### config.mk
export PLATFORM = sky130hd
export DESIGN_NAME = cont_updown_mod
export DESIGN_NICKNAME = d
export VERILOG_FILES = /design/src/rtl/cont_pkg.sv /design/src/rtl/cont_next.sv /design/src/rtl/cont_updown_mod.sv
export SDC_FILE = /design/constraint.sdc
export NUM_CORES = 1
export LEC_CHECK = 0
export CORE_UTILIZATION = 51
export CTS_CLUSTER_DIAMETER = 60
export CTS_CLUSTER_SIZE = 16
export DETAILED_ROUTE_END_ITERATION = 8
export GPL_TIMING_DRIVEN = 0
export PLACE_DENSITY = 0.93
export SLEW_MARGIN = 20
export SYNTH_ARGS = -nofsm -noshare
export SYNTH_HDL_FRONTEND = slang
export SYNTH_SLANG_ARGS = --single-unit
### constraint.sdc
create_clock -name clk -period 4.19 [get_ports clk]
set_clock_uncertainty 0.2 [all_clocks]
set_input_delay 0.838 -clock clk [delete_from_list [all_inputs] [get_ports clk]]
set_output_delay 0.838 -clock clk [all_outputs]
set_load 0.02 [all_outputs]
### src/rtl/cont_pkg.sv
// Shared constants and helpers for the up/down modulo counter.
//   MODE_WRAP / MODE_SAT : values for the SATURATE parameter
//   clamp_load()         : limits a load value to the terminal value
package cont_pkg;

   localparam int unsigned MODE_WRAP = 0;
   localparam int unsigned MODE_SAT  = 1;

   // Operates on 32-bit values so it serves every counter width up to 32.
   function automatic logic [31:0] clamp_load(input logic [31:0] load_val,
                                              input logic [31:0] max_val);
      return (load_val > max_val) ? max_val : load_val;
   endfunction

endpackage

### src/rtl/cont_next.sv
// Combinational next-value and boundary-event logic for cont_updown_mod.
// Ports:
//   cont   in   WIDTH  current counter value
//   up_dn  in   1      1 = count up, 0 = count down
//   enable in   1      count enable
//   loact  in   1      load activate (takes priority over enable)
//   load   in   WIDTH  load value, clamped to MAX_VAL
//   nxt    out  WIDTH  counter value for the next edge
//   evt    out  1      boundary event on the next edge
module cont_next
   import cont_pkg::*;
#(
   parameter int unsigned WIDTH    = 12,
   parameter int unsigned MAX_VAL  = 4095,
   parameter int unsigned SATURATE = MODE_WRAP
) (
   input  logic [WIDTH-1:0] cont,
   input  logic             up_dn,
   input  logic             enable,
   input  logic             loact,
   input  logic [WIDTH-1:0] load,
   output logic [WIDTH-1:0] nxt,
   output logic             evt
);

   localparam logic [WIDTH-1:0] MaxV = WIDTH'(MAX_VAL);

   logic at_top;
   logic at_bot;

   assign at_top = (cont == MaxV);
   assign at_bot = (cont == '0);

   always_comb begin
      nxt = cont;
      evt = 1'b0;
      if (loact) begin
         nxt = WIDTH'(clamp_load(32'(load), 32'(MAX_VAL)));
      end else if (enable) begin
         if (up_dn) begin
            if (at_top) begin
               evt = 1'b1;
               nxt = (SATURATE == MODE_SAT) ? cont : '0;
            end else begin
               nxt = cont + 1'b1;
            end
         end else begin
            if (at_bot) begin
               evt = 1'b1;
               nxt = (SATURATE == MODE_SAT) ? cont : MaxV;
            end else begin
               nxt = cont - 1'b1;
            end
         end
      end
   end

endmodule

### src/rtl/cont_updown_mod.sv
// Parametrised up/down modulo counter with synchronous load, wrap or saturate
// mode, registered terminal-count pulse, sticky overflow flag and compare match.
// Ports:
//   clk     in   1      clock
//   reset   in   1      synchronous active-high reset
//   enable  in   1      count enable
//   up_dn   in   1      1 = up, 0 = down
//   loact   in   1      load activate
//   load    in   WIDTH  load value
//   cmp     in   WIDTH  compare value
//   ovf_clr in   1      clear sticky overflow flag
//   cont    out  WIDTH  counter value (registered)
//   tc      out  1      terminal-count pulse (registered)
//   ovf     out  1      sticky boundary-event flag (registered)
//   match   out  1      cont == cmp (combinational)
module cont_updown_mod
   import cont_pkg::*;
#(
   parameter int unsigned WIDTH    = 12,
   parameter int unsigned MAX_VAL  = 4095,
   parameter int unsigned SATURATE = MODE_WRAP
) (
   input  logic             clk,
   input  logic             reset,
   input  logic             enable,
   input  logic             up_dn,
   input  logic             loact,
   input  logic [WIDTH-1:0] load,
   input  logic [WIDTH-1:0] cmp,
   input  logic             ovf_clr,
   output logic [WIDTH-1:0] cont,
   output logic             tc,
   output logic             ovf,
   output logic             match
);

   logic [WIDTH-1:0] cont_q;
   logic [WIDTH-1:0] cont_d;
   logic             tc_q;
   logic             ovf_q;
   logic             evt;

   cont_next #(
      .WIDTH    (WIDTH),
      .MAX_VAL  (MAX_VAL),
      .SATURATE (SATURATE)
   ) u_next (
      .cont   (cont_q),
      .up_dn  (up_dn),
      .enable (enable),
      .loact  (loact),
      .load   (load),
      .nxt    (cont_d),
      .evt    (evt)
   );

   always_ff @(posedge clk) begin
      if (reset) begin
         cont_q <= '0;
         tc_q   <= 1'b0;
         ovf_q  <= 1'b0;
      end else begin
         cont_q <= cont_d;
         tc_q   <= evt;
         // A boundary event on the same edge beats the clear.
         if (evt) begin
            ovf_q <= 1'b1;
         end else if (ovf_clr) begin
            ovf_q <= 1'b0;
         end
      end
   end

   assign cont  = cont_q;
   assign tc    = tc_q;
   assign ovf   = ovf_q;
   assign match = (cont_q == cmp);

endmodule

* Word level (Yosys, flattened, before mapping)
Index checks and enable logic that the tools add are counted.
W data, S select, Z words.
** Word-level totals
- Bits in writable memories :: 0
- Latch bits :: 0
- Flip-flop bits (word level) :: 14
- Memories :: 0
- Memory bits (read-only) :: 0
** Operators by class
- Divide/modulo/power cells :: 0
- Equality and inequality tests :: 2
- Shifts and indexed selects :: 0
- Multipliers :: 0
- Bitwise operators :: 0
- $add $sub $neg :: 2
- Reductions and logical operators :: 3
- $lt $le $gt $ge :: 0
- Muxes and demuxes :: 12
** Operator list (count)
- $mux W12 :: 5
- $add A12 B1 Y12 const B :: 1
- $eq A12 B12 Y1 :: 1
- $eq A12 B12 Y1 const B :: 1
- $logic_not A12 Y1 :: 1
- $sub A12 B1 Y12 const B :: 1
- $mux W1 :: 7
- $reduce_bool A2 Y1 :: 2

* Longest topological paths before layout
Gate-level depths: netlist of the first run.
- Word-level depth :: 6
- Gate-level depth with buffers :: 8
- Mapped depth without buffers :: 7

* Modules after synthesis
Synthesis of the first run repeated with hierarchy kept, for this count alone.
** Second synthesis, totals
- Cell total of the unflattened synthesis :: 194
- Area, all modules :: 1441.4 um^2
** Modules (own cells, without submodules)
- cont_next :: cells each 147, instances 1, seq. area each 0.0 um^2, area each 919.6 um^2
- cont_updown_mod :: cells each 47, instances 1, seq. area each 280.3 um^2, area each 521.8 um^2

* Least setup slack after synthesis of the first run
Ideal clock, no wire load.
- Kind :: input port to output port
- From :: input port cmp[1]
- To :: output port match
- Path buffers :: 0
- Cell stages on the path :: 3
- Path slack :: 1.582 ns
- Data arrival time :: 1.570 ns
- Cells stage by stage :: xnor2_1 -> nand4_1 -> nor3_1
** On the way
- Word-level cells in the longest chain between the ends :: 1
** RTL lines
- from (decl) :: RTL line cont_updown_mod.sv:29 : input logic [WIDTH-1:0] cmp,
- $eq A12 B12 Y1 :: RTL line cont_updown_mod.sv:77 : assign match = (cont_q == cmp);
- to (decl) :: RTL line cont_updown_mod.sv:34 : output logic match
Every way passes these cells.

* Final worst setup path of the first run
- From :: input port cmp[5]
- To :: output port match
The elaborated chain is that of the path after synthesis.

==> metrics.cfg, run 1 <==
[setup_path]
reg2reg_depth = 6
r2r-end = cont[6]
critPathMaxFanout = 1
crit_path_start_kind = primary input
r2r-start = cont[1]
crit_type = primary input to output pin
worstPathArrival_ns = 2.34
cp-end-kind = output pin
critical_path.endpoint = match
ff2ff_setup_slack_ns = 1.73
crit_start = cmp[5]
cp.required_ns = 3.15

[global_route]
antenna_found_initial = 0
grt_pass1_vias = 1579
grt_util_all_layers = 0.293
grt_pass1_wl_mm = 7.27
grt_max_degree = 11
grt_overflow = 0

[synth]
post_synth_xor_area_fraction = 0.118
synth_top_family_by_area = simple AND/OR/NAND/NOR gates
synth_edf_count = 0
syn_area_sq_um = 1490
synth.avg_cell_area_sq_um = 7.97
yosys.area_share.simple = 0.314
seq_area_frac_synth = 0.188
syn_nets = 220
synth_compound_area_frac = 0.254
async_flop_share = 0
muxShareOfSynthArea = 0.0210
ys_ff_latch = 14
ys_types = 64
ys.flop_type = dfxtp_1
ys_warn_count = 0
synthAdderAreaFrac = 0.0252
synthCells = 187

[placement]
port_buffers = 44
dp_hpwl_mm = 3.30
place.gp.congestion = 0.957
place_ws_ns = 0.807
placed_cell_area_sq_um = 1970

[flow_run]
drv_cap = 0

[sta]
fmax_mhz = 296
fin_setup_tns_ns = 0
setup_ws_ns = 0.813
final_hold_viol_count = 0
finalMaxSlewViolations = 0
setup_viol = 0
timing.final.crit_share = 0.806
rsz0062_at_grt = false
period_minus_slack_ns = 3.38
max_slew_margin = 0.598
worstMarginPinSlew_ns = 0.603

[finish]
design_area_sq_um = 2010
diodes = 0
area_growth_pct = 34.6
nets = 269
multiInputGateArea_sq_um = 1090
fillCellCount = 237
drive_gt1_frac = 0.136
fin_util = 0.727
register_area_sq_um = 280

[floorplan]
core_area_sq_um = 2760
die-area_sq_um = 3140
pin_count = 45
dieWidth_um = 56.1
row_count = 19
die_height_um = 56.1
start_util = 0.540

[clocking]
clockBufferDepth = 2
clk_latency_ns = 0.29
hold_buffers = 0
post_cts_resized = 0
cts_tree = done
clock-root-buffer = clkbuf_4
h-tree-depth = 1
cts.clk_slew.worst_paths_ns = 0.10
cts_buffers = 3
cts_setup_buffers = 0
cts.sink_count = 14

[route]
drt-pass1-iter-count = 5
drtIter0Drc = 103
route.vias.total = 1647
wl_per_cell_um = 16.8
drcViolationCount = 0
viasPerCell = 6.19
wl_mm = 4.48
ant_nets = 0

[pwr]
p_total_mw = 0.486
ir_drop_mv = 0.213
p_leak_nw = 0.701
power_density_nw_per_um2 = 242

[hold_path]
hold_depth = 2
hp-class = flop to flop

[run_status]
status = finished, final reports clean

==> cell usage after synthesis, drive strengths merged, types with 4 or more instances <==
cell type   n  area, sq um
xnor2      19          166
o21ai      14         73.8
nor2       14         52.6
nor3        9         67.6
clkbuf      5         18.8
buf        10         66.3
nand2      14         52.6
o211ai      4         35.0
a21oi      11         55.1
nand4       6         43.8
dfxtp      14          280
inv         9         33.8
==> critical path, stage by stage <==
cell,delay [ns]
clkdlybuf4s50_1,0.48
xnor2_1,0.12
nand4_1,0.14
nor3_1,0.14
clkdlybuf4s50_1,0.62
==> state kept, by name, indices dropped and copies added (netlist names) <==
signal and cells:
cont 12, tc 1, ovf 1
==> kinds of logic (layout without fill, tap and decap cells) <==
| family | count (synthesis) | in the layout |
|---|---|---|
| buffers and inverters | 24 | 72 |
| DFF | 14 | 14 |
| and+or+nand+nor | 72 | 72 |
| xor gates and xnor gates | 20 | 20 |
| adders and majority gates | 3 | 3 |
| AOI/OAI and AO/OA | 51 | 51 |
| muxes | 3 | 3 |
==> where the power goes <==
part           internal, mW  total [mW]  switching, mW  leakage [nW]
Clock                0.0530       0.104         0.0515        0.0210
Combinational         0.111       0.225          0.114         0.565
Sequential            0.143       0.157         0.0133         0.116
==> how the worst min path moves through the flow <==
stage / startpoint / endpoint
3_3_place_gp: ovf / ovf
4_1_cts: ovf / ovf
2_1_floorplan: ovf / ovf
5_1_grt: ovf / ovf
3_5_place_dp: ovf / ovf
6_report: ovf / ovf
==> layer usage <==
metal | vias up | wire, um | global-route usage
met3 | 13 | 458 | 0.0628
met4 | 0 | 108 | 0.115
met5 | - | 0 | 0
met2 | 97 | 2100 | 0.474
li1 | 784 | - | -
met1 | 753 | 1810 | 0.378
==> final cells by class <==
type,instances,area share
plain buffers,15,0.0424
well taps,31,0.0193
flip-flops and latches,14,0.140
inverters,9,0.0168
multi-input cells,149,0.544
repair buffers,44,0.220
clock buffers,4,0.0181
==> placed cells by master (no fill, tap or decap), drive strengths merged, types with 3 or more instances in the layout <==
cell           Yosys  final
nand3              3      3
o21ai             14     14
buf               10     10
xnor2             19     19
nor2              14     14
clkbuf             5      9
dfxtp             14     14
nor3               9      9
nand4              6      6
or4                3      3
a211oi             3      3
nand2             14     14
nand2b             3      3
a21oi             11     11
o211ai             4      4
ha                 3      3
nor3b              3      3
clkdlybuf4s50      0     44
inv                9      9
nor4               3      3
==> metrics by stage <==
step / cells / hold WS, ns
global placement: 262 / 0.256
floorplan: 187 / 0.343
detailed placement: 262 / 0.263
global route: 266 / 0.340
CTS: 266 / 0.285
finish: 266 / 0.286
No activity file was read; power rests on OpenSTA's default activity.
==> inputs of run 2 (changes only) <==
--- a/config.mk
+++ b/config.mk
@@ -5,12 +5,12 @@
 export SDC_FILE = /design/constraint.sdc
 export NUM_CORES = 1
 export LEC_CHECK = 0
-export CORE_UTILIZATION = 51
+export CORE_UTILIZATION = 47
 export CTS_CLUSTER_DIAMETER = 60
 export CTS_CLUSTER_SIZE = 16
 export DETAILED_ROUTE_END_ITERATION = 8
 export GPL_TIMING_DRIVEN = 0
-export PLACE_DENSITY = 0.93
+export PLACE_DENSITY = 0.87
 export SLEW_MARGIN = 20
 export SYNTH_ARGS = -nofsm -noshare
 export SYNTH_HDL_FRONTEND = slang
==> constraint.sdc (replaced) <==
create_clock -name clk -period 3.35 [get_ports clk]
set_clock_uncertainty 0.2 [all_clocks]
set_input_delay 0.67 -clock clk [delete_from_list [all_inputs] [get_ports clk]]
set_output_delay 0.67 -clock clk [all_outputs]
set_load 0.02 [all_outputs]
==> run 2 against run 1 <==
- worst setup slack worse by 0.51 ns
- via count decreased by 2.9%
- critical path depth unchanged
- die area grew 8.2%
- utilization fell by 6.0 points
- hold slack got worse by 0.012 ns
- first-iteration DRC count down 15%
- cell count rose by 4.9%
- global-route usage down 0.91 points
- critical path type unchanged
- largest cell class unchanged
==> metrics.cfg, run 2 (synthesis results as in run 1) <==
[run_status]
status = finished, final reports clean  ; unchanged

[flow_run]
drv_cap = 0  ; unchanged

[route]
wl_per_cell_um = 15.8  ; was 16.8 um
drcViolationCount = 0  ; unchanged
viasPerCell = 5.73  ; was 6.19
drt-pass1-iter-count = 4  ; was 5
route.vias.total = 1599  ; was 1647
drtIter0Drc = 88  ; was 103
ant_nets = 0  ; unchanged
wl_mm = 4.41  ; was 4.48 mm

[floorplan]
start_util = 0.492  ; was 0.540
pin_count = 45  ; unchanged
dieWidth_um = 58.3  ; was 56.1 um
die-area_sq_um = 3400  ; was 3140 sq um
core_area_sq_um = 3030  ; was 2760 sq um
die_height_um = 58.3  ; was 56.1 um
row_count = 20  ; was 19

[finish]
stdcell_count = 279  ; was 266
final_common_cell = clkdlybuf4s50_1  ; unchanged
fillCellCount = 264  ; was 237
register_area_sq_um = 280  ; unchanged
area_growth_pct = 35.7  ; was 34.6%
diodes = 0  ; unchanged
drive_gt1_frac = 0.136  ; unchanged
nets = 269  ; unchanged
design_area_sq_um = 2020  ; was 2010 sq um
multiInputGateArea_sq_um = 1090  ; unchanged
largest_reg_flops = 12  ; unchanged
final_cell_mix = clkdlybuf4s50_1, xnor2_1, nor2_1, nand2_1, dfxtp_1  ; unchanged

[clocking]
h-tree-depth = 1  ; unchanged
clock-root-buffer = clkbuf_4  ; unchanged
post_cts_resized = 0  ; unchanged
cts_setup_buffers = 0  ; unchanged
clockBufferDepth = 2  ; unchanged
cts.sink_count = 14  ; unchanged
hold_buffers = 0  ; unchanged
cts.clk_slew.worst_paths_ns = 0.10  ; about the same
cts_buffers = 3  ; unchanged
cts_tree = done  ; unchanged
clk_latency_ns = 0.30  ; was 0.29 ns

[setup_path]
ff2ff_setup_slack_ns = 0.89  ; was 1.73 ns
path_cells = clkdlybuf4s50_1, xnor2_1, nand4_1, nor3_1, clkdlybuf4s50_1  ; unchanged
crit_type = primary input to output pin  ; unchanged
worstPathArrival_ns = 2.18  ; was 2.34 ns
reg2reg_depth = 8  ; was 6
cp-end-kind = output pin  ; unchanged
r2r-end = cont[6]  ; unchanged
critPathMaxFanout = 1  ; unchanged
cp_slowest_cell = clkdlybuf4s50_1  ; unchanged
r2r-start = cont[0]  ; was cont[1]
crit_path_start_kind = primary input  ; unchanged
cp.required_ns = 2.48  ; was 3.15 ns
cpPeakStageDelay_ns = 0.62  ; about the same
crit_top_cell = clkdlybuf4s50_1  ; unchanged

[sta]
max_slew_margin = 0.595  ; was 0.598
period_minus_slack_ns = 3.05
final_hold_viol_count = 0  ; unchanged
timing.final.crit_share = 0.910
worstMarginPinSlew_ns = 0.607  ; was 0.603 ns
rsz0062_at_grt = false  ; unchanged
setup_ws_ns = 0.302  ; was 0.813 ns
setup_viol = 0  ; unchanged
finalMaxSlewViolations = 0  ; unchanged
fmax_mhz = 328
fin_setup_tns_ns = 0  ; unchanged

[global_route]
grt_pass1_wl_mm = 7.27  ; about the same
grt_overflow = 0  ; unchanged
grt_pass1_vias = 1478  ; was 1579
grt_max_degree = 11  ; unchanged
grt_util_all_layers = 0.284  ; was 0.293
antenna_found_initial = 0  ; unchanged

[placement]
dp_hpwl_mm = 3.33  ; was 3.30 mm
placed_cell_area_sq_um = 1990  ; was 1970 sq um
port_buffers = 44  ; unchanged
place.gp.congestion = 0.926  ; was 0.957
place_ws_ns = 0.302  ; was 0.807 ns
dp_cells = 275  ; was 262

[pwr]
p_sw_frac = 0.370  ; was 0.368
p_sw_mw = 0.226  ; was 0.179 mW
p_seq_frac = 0.321  ; was 0.322
combPwrFrac = 0.459  ; was 0.463
internal_power_mw = 0.384  ; was 0.307 mW
p_total_mw = 0.610  ; was 0.486 mW
p_leak_nw = 0.701  ; unchanged
clockPowerShare = 0.220  ; was 0.215
ir_drop_mv = 0.213  ; about the same
power_density_nw_per_um2 = 302  ; was 242 nW/um^2

[hold_path]
worstHoldStart = ovf  ; unchanged
min_to = ovf  ; unchanged
hold_depth = 2  ; unchanged
hp-class = flop to flop  ; unchanged

## run 2: cell counts in the layout (fill, tap and decap cells not counted)
Identical to the previous run, type by type.
## run 2: worst max-delay path: cells and delay by family
kind / cells / cell delay (ns)
buffers and inverters: 2 / 1.10
and+or+nand+nor: 2 / 0.28
xor gates and xnor gates: 1 / 0.12
## run 2: power by group through the flow
stage / clock (mW) / sequential [mW] / combinational [mW]
2_1_floorplan: 0 / 0.212 / 0.165
3_3_place_gp: 0 / 0.199 / 0.275
3_5_place_dp: 0 / 0.200 / 0.278
4_1_cts: 0.137 / 0.196 / 0.279
5_1_grt: 0.140 / 0.198 / 0.306
6_report: 0.134 / 0.196 / 0.280
## run 2: area by class of cell
| cell class | count | share of cell area |
|---|---|---|
| multi-input cells | 149 | 0.540 |
| repair buffers | 44 | 0.218 |
| flip-flops and latches | 14 | 0.139 |
| plain buffers | 15 | 0.0421 |
| well taps | 44 | 0.0272 |
| clock buffers | 4 | 0.0179 |
| inverters | 9 | 0.0167 |
## run 2: layer usage
metal	vias to the layer above	part of all wire	global-route usage
met1	716	0.45	0.386
met4	0	0.020	0.116
met3	8	0.078	0.0418
li1	792	-	-
met5	-	0	0
met2	83	0.45	0.452
## run 2: how the worst max path moves through the flow
stage / from / endpoint / slack (ns) / cells after the start
after floorplan: cont[2] / match / 0.98 / 4
after global placement: up_dn / cont[10] / 0.31 / 6
after detailed placement: cmp[7] / match / 0.30 / 5
after CTS: cmp[7] / match / 0.30 / 5
after global routing: cmp[7] / match / 0.22 / 5
final: cmp[7] / match / 0.30 / 5
## run 2: metrics by stage
stage / hold WS [ns] / util
after floorplan: 0.343 / -
after global routing: 0.310 / 0.668
after global placement: 0.258 / 0.656
after CTS: 0.283 / 0.668
final: 0.275 / 0.668
after detailed placement: 0.265 / 0.656
